**config.mk**
```make
export PLATFORM = sky130hd
export DESIGN_NAME = off_chip_spi_flash_responder
export DESIGN_NICKNAME = d
export VERILOG_FILES = /design/src/rtl/off_chip_spi_flash_pkg.sv /design/src/rtl/off_chip_spi_flash_shift_reg.sv /design/src/rtl/off_chip_spi_flash_responder.sv
export SDC_FILE = /design/constraint.sdc
export NUM_CORES = 2
export LEC_CHECK = 0
export ABC_CLOCK_PERIOD_IN_PS = 4400
export CAP_MARGIN = 20
export CELL_PAD_IN_SITES_DETAIL_PLACEMENT = 2
export CELL_PAD_IN_SITES_GLOBAL_PLACEMENT = 2
export CORE_MARGIN = 2
export CORE_UTILIZATION = 40
export DETAILED_ROUTE_END_ITERATION = 8
export GPL_ROUTABILITY_DRIVEN = 1
export PLACE_DENSITY_LB_ADDON = 0.1
export SYNTH_ARGS = -nofsm -noshare
export SYNTH_HDL_FRONTEND = slang
export SYNTH_HIERARCHICAL = 1
export SYNTH_SLANG_ARGS = --single-unit
```
**constraint.sdc**
```tcl
create_clock -name clk -period 4.4 [get_ports clk]
set_clock_uncertainty 0.1 [all_clocks]
set_input_delay 0.66 -clock clk [delete_from_list [all_inputs] [get_ports clk]]
set_output_delay 0.66 -clock clk [all_outputs]
set_load 0.01 [all_outputs]
```
**src/rtl/off_chip_spi_flash_pkg.sv**
```systemverilog
// ============================================================================
// Module  : off_chip_spi_flash_pkg
// Brief   : Shared opcodes, state encoding and sizing defaults for the
//           off-chip SPI flash initiator and responder.
// Revision: 1.0 - initial release
// ============================================================================
`default_nettype none

package off_chip_spi_flash_pkg;

    localparam int          c_depth_default    = 64;
    localparam int          c_aw_default       = 6;
    localparam logic [7:0]  c_read_op_default  = 8'h03;
    localparam logic [7:0]  c_write_op_default = 8'h02;

    // Last bit-counter value of each transaction phase.
    localparam logic [5:0]  c_k_cmd_last  = 6'd7;
    localparam logic [5:0]  c_k_addr_last = 6'd31;
    localparam logic [5:0]  c_k_data_last = 6'd63;

    typedef enum logic [2:0] {
        ST_IDLE  = 3'd0,
        ST_CMD   = 3'd1,
        ST_ADDR  = 3'd2,
        ST_READ  = 3'd3,
        ST_WRITE = 3'd4,
        ST_DONE  = 3'd5
    } state_t;

endpackage

`default_nettype wire

```
**src/rtl/off_chip_spi_flash_shift_reg.sv**
```systemverilog
// ============================================================================
// Module  : off_chip_spi_flash_shift_reg
// Brief   : Parallel-load, shift-left register with serial input.
// Revision: 1.0 - initial release
// ============================================================================
`default_nettype none

module off_chip_spi_flash_shift_reg #(
    parameter int WIDTH = 32
) (
    input  logic             clk,
    input  logic             rst,
    input  logic             load,
    input  logic             shift,
    input  logic [WIDTH-1:0] din,
    input  logic             si,
    output logic [WIDTH-1:0] q
);

    logic [WIDTH-1:0] r_q;

    always_ff @(posedge clk) begin
        if (rst) begin
            r_q <= '0;
        end else if (load) begin
            r_q <= din;
        end else if (shift) begin
            r_q <= {r_q[WIDTH-2:0], si};
        end
    end

    assign q = r_q;

endmodule

`default_nettype wire

```
**src/rtl/off_chip_spi_flash_responder.sv**
```systemverilog
// ============================================================================
// Module  : off_chip_spi_flash_responder
// Brief   : SPI-style flash responder: 8-bit opcode, 24-bit address, 32-bit
//           read/write data word against an internal word memory.
// Revision: 1.0 - initial release
// ============================================================================
`default_nettype none

module off_chip_spi_flash_responder
    import off_chip_spi_flash_pkg::*;
#(
    parameter int         DEPTH    = c_depth_default,
    parameter int         AW       = c_aw_default,
    parameter logic [7:0] READ_OP  = c_read_op_default,
    parameter logic [7:0] WRITE_OP = c_write_op_default
) (
    input  logic clk,
    input  logic rst,
    input  logic CSbar,
    input  logic DI,
    output logic DO,
    output logic busy,
    output logic writeDone
);

    state_t        r_state;
    state_t        w_state_nxt;
    logic [5:0]    r_cnt;
    logic [7:0]    r_opcode;
    logic [AW-1:0] r_idx;
    logic [AW-1:0] w_rd_idx;
    logic [31:0]   r_mem [DEPTH];
    logic [31:0]   w_rd_word;
    logic [31:0]   w_sr_q;
    logic          w_load;
    logic          w_shift;
    logic          w_commit;
    logic          w_do_nxt;
    logic          r_do;
    logic          r_write_done;

    // The final address bit arrives on the same edge the read word is loaded.
    assign w_rd_idx  = {r_idx[AW-2:0], DI};
    assign w_rd_word = r_mem[w_rd_idx];

    always_ff @(posedge clk) begin
        if (rst) begin
            r_state <= ST_IDLE;
        end else begin
            r_state <= w_state_nxt;
        end
    end

    always_comb begin
        w_state_nxt = r_state;
        w_load      = 1'b0;
        w_shift     = 1'b0;
        w_commit    = 1'b0;
        if (CSbar) begin
            w_state_nxt = ST_IDLE;
        end else begin
            case (r_state)
                ST_IDLE:  w_state_nxt = ST_CMD;
                ST_CMD:   if (r_cnt == c_k_cmd_last) w_state_nxt = ST_ADDR;
                ST_ADDR: begin
                    if (r_cnt == c_k_addr_last) begin
                        if (r_opcode == READ_OP) begin
                            w_state_nxt = ST_READ;
                            w_load      = 1'b1;
                        end else if (r_opcode == WRITE_OP) begin
                            w_state_nxt = ST_WRITE;
                        end else begin
                            w_state_nxt = ST_DONE;
                        end
                    end
                end
                ST_READ: begin
                    w_shift = 1'b1;
                    if (r_cnt == c_k_data_last) w_state_nxt = ST_DONE;
                end
                ST_WRITE: begin
                    w_shift = 1'b1;
                    if (r_cnt == c_k_data_last) begin
                        w_state_nxt = ST_DONE;
                        w_commit    = 1'b1;
                    end
                end
                ST_DONE:  w_state_nxt = ST_DONE;
                default:  w_state_nxt = ST_IDLE;
            endcase
        end
        // DO mirrors the MSB the shift register will hold after this edge.
        w_do_nxt = 1'b0;
        if (w_state_nxt == ST_READ) begin
            w_do_nxt = w_load ? w_rd_word[31] : (w_shift ? w_sr_q[30] : w_sr_q[31]);
        end
    end

    always_ff @(posedge clk) begin
        if (rst) begin
            r_cnt        <= '0;
            r_opcode     <= '0;
            r_idx        <= '0;
            r_do         <= 1'b0;
            r_write_done <= 1'b0;
        end else begin
            r_do         <= w_do_nxt;
            r_write_done <= w_commit;
            if (w_state_nxt == ST_IDLE) begin
                r_cnt <= '0;
            end else if (r_cnt != c_k_data_last) begin
                r_cnt <= r_cnt + 6'd1;
            end
            if (!CSbar && (r_state == ST_IDLE || r_state == ST_CMD)) begin
                r_opcode <= {r_opcode[6:0], DI};
            end
            if (!CSbar && r_state == ST_ADDR) begin
                r_idx <= w_rd_idx;
            end
        end
    end

    always_ff @(posedge clk) begin
        if (w_commit && !rst) begin
            r_mem[r_idx] <= {w_sr_q[30:0], DI};
        end
    end

    off_chip_spi_flash_shift_reg #(
        .WIDTH (32)
    ) u_shift_reg (
        .clk   (clk),
        .rst   (rst),
        .load  (w_load),
        .shift (w_shift),
        .din   (w_rd_word),
        .si    (DI),
        .q     (w_sr_q)
    );

    assign DO        = r_do;
    assign busy      = (r_state != ST_IDLE);
    assign writeDone = r_write_done;

endmodule

`default_nettype wire

```
==> metrics.txt <==
hold slack=about 220 ps; Setup Total Neg Slack=0 ps; Worst-Skew Late Latency=about 870 ps; Worst path slowest cell=o21ai_0; wire per inst=between 30 and 40 um; layout cells sized above 1=a little under a third; peak supply drop=about 0.00036 V; pre-CTS WS=~170 ps; clk sink count=2105; # port buffers=6; first-pass GRT wire length=between 300 and 400 mm; drt first pass iters=7; Finished Cell Area=~94000 um^2; Final Max Tran Viols=0; die width=453.8 um; Worst slew margin=about 12%; Synth Flop Type=edfxtp_1; setup violators final=0; Nets=around 3900; kind of end point of the critical path=register; DRC Markers=0; biggest area consumer among synthesized cells=edfxtp_1; total chip power=around 40000 uW; status=finished, final reports clean; Synth Cell Area=around 81000 um^2; Bufs on Longest Clock Path=3; reg-to-reg setup timing slack=~270 ps; CTS tree=yes; syn avg cell area=around 22 um^2; count leader, synth=edfxtp_1; Period minus WS final=between 4000 and 5000 ps; Pleak=0.03274 uW; flops & latches, synth=2105; GPL Wtd Cong=approximately 0.79; Initial Utilization=roughly two fifths; Max Clock Freq=about 0.24 GHz; H-tree levels=4; PostCTS Resize Cnt=0; MaxCap Viol Count=0; Critical Path RT=5010 ps; critical-path maximum fanout=44; initial antenna violation count=26; unrepaired setup endpoints after global routing=false; placed cell area=about 87000 um^2; Worst Max-Slew Pin Slew=approximately 1300 ps; I/O pin count=7; vias per cell=5.898; fin crit share=a little over nine tenths; Hold/Removal Path Class=in2reg; top cells by area, synth=edfxtp_1 (76%), mux4_2 (14%), mux2i_1 (2.6%); arrival time worst endpoint=about 4700 ps; FFs w/ async S/R, synth=0%; Synth top cells by count=edfxtp_1 (2048), mux4_2 (490), mux2i_1 (213), clkbuf_1 (96), nor2_1 (94); dpl hpwl=between 100 and 150 mm; Synth Instances=3611; number of buffers created by CTS=222; vias post-DR=roughly 40000; post-route ant nets=0; Setup Fix Bufs, Post-CTS=0; Critical Path Source Type=register; synth warn=6; CTS clk-pin slew, worst paths=around 60 ps; crit path kind=reg2reg; Synth cell types=between 50 and 60; setup ws final=267.9 ps; CP max stage delay=820 ps; wirelength, routed=roughly 250 mm; die height=between 400 and 500 um; detailed router's first-iteration violation count=roughly 4200; EDFF count, synth=about 2000; Area Growth Syn to Fin=15.89%; final hold violation count=0; post-synth top area share=76.00%; Total GRT Usage=around 25%; Overflow after GRT=0; Root Buffer=clkbuf_16; die area=approximately 200000 um^2; Hold Buf Count CTS=0; largest net degree at the start of global routing=67; part of the Yosys area used for sequential elements=between 70% and 80%; Synth Net Count=3616; core area=201700 um^2; row count=~170; vias in the first global route=around 43000; CP Cell Sequence=buf_12 -> buf_4 -> buf_4 -> mux4_2 -> mux4_2 -> o21ai_0 -> o21ai_0 -> nor2b_1 -> a211oi_1; cell area power density=between 400 and 500 nW/um^2; Fillers=~18000
## final timing paths
| check | cells after the start | from | end |
|---|---|---|---|
| min | 3 | rst | writeDone$_SDFF_PP0_ |
| max | 9 | r_idx[0]$_SDFFE_PP0P_ | u_shift_reg/q[27]$_SDFFE_PP0P_ |
| max reg2reg | 9 | r_idx[0]$_SDFFE_PP0P_ | u_shift_reg/q[27]$_SDFFE_PP0P_ |
| min reg2reg | 2 | r_cnt[1]$_SDFFE_PP0N_ | r_cnt[1]$_SDFFE_PP0N_ |
## cells in the final DEF, fill, tap and decap left out, types with 24 or more instances in the layout
| cell | netlist | layout |
|---|---|---|
| a211oi_1 | 50 | 50 |
| a21oi_1 | 46 | 45 |
| a221oi_1 | 38 | 37 |
| buf_12 | 3 | 76 |
| buf_4 | 30 | 196 |
| clkbuf_1 | 96 | 51 |
| clkbuf_16 | 0 | 227 |
| clkinv_1 | 0 | 62 |
| clkinv_2 | 0 | 49 |
| dfxtp_2 | 0 | 24 |
| edfxtp_1 | 2048 | 2048 |
| mux2_2 | 61 | 61 |
| mux2i_1 | 213 | 213 |
| mux4_2 | 490 | 490 |
| nand2_1 | 42 | 42 |
| nor2_1 | 94 | 29 |
| nor2_4 | 0 | 64 |
| nor2b_1 | 35 | 33 |
| o21ai_0 | 24 | 24 |
| o221ai_1 | 56 | 56 |
## report_power, final
| group | internal [uW] | switching (uW) | leakage (uW) |
|---|---|---|---|
| Clock | 10400 | 7940 | 0.00346 |
| Combinational | 181 | 220 | 0.00630 |
| Sequential | 21600 | 2.69 | 0.0230 |
## cells by family (layout without fill, tap and decap cells)
family                     after synthesis  after routing  share of synthesized area [%]
muxes                                  764            764                          17.12
xor gates and xnor gates                 3              3                        0.03247
adders and majority gates                1              1                        0.01546
other                                    0              6                              0
DFF                                   2105           2105                          77.41
buffers and inverters                  226            709                          1.521
and+or+nand+nor                        218            218                          1.269
AOI/OAI and AO/OA                      294            294                          2.635
## critical path, delay by kind of cell, from the launching register on
family / cells / cell delay, ps
AO/OA/AOI/OAI: 3 / 1070
buffers and inverters: 3 / 870
flip-flops: 1 / 730
multiplexers: 2 / 920
AND/OR/NAND/NOR: 1 / 170
## cell type report
| cell class | count | area, um^2 | share of cell area (%) |
|---|---|---|---|
| well taps | 2672 | 3343 | 3.565 |
| multi-input cells | 1280 | 17570 | 18.74 |
| clock inverters | 141 | 1146 | 1.222 |
| inverters | 10 | 37.54 | 0.04003 |
| diodes | 6 | 15.01 | 0.01601 |
| flip-flops and latches | 2105 | 62720 | 66.87 |
| clock buffers | 280 | 5899 | 6.291 |
| repair buffers | 278 | 3053 | 3.255 |
## state kept, by name (all words and copies together) (netlist names)
register	count
u_shift_reg/q	32
r_opcode	8
r_cnt	6
DO	1
r_state	3
writeDone	1
r_mem	2048
r_idx	6
## stage by stage
| stage | cells | util (%) |
|---|---|---|
| after floorplan | 3611 | - |
| after global placement | 6343 | 42.98 |
| after detailed placement | 6343 | 42.98 |
| after CTS | 6764 | 46.47 |
| after global routing | 6767 | 46.49 |
| final | 6772 | 46.49 |
## routing by layer
metal	track usage [%]	routed length, um	up-vias
met1	34.43	106500	22249
met3	3.765	14850	340
li1	-	-	15980
met2	39.94	122700	1367
met5	0	7	-
met4	7.491	7358	2
Power figures use the tool's default switching activity.
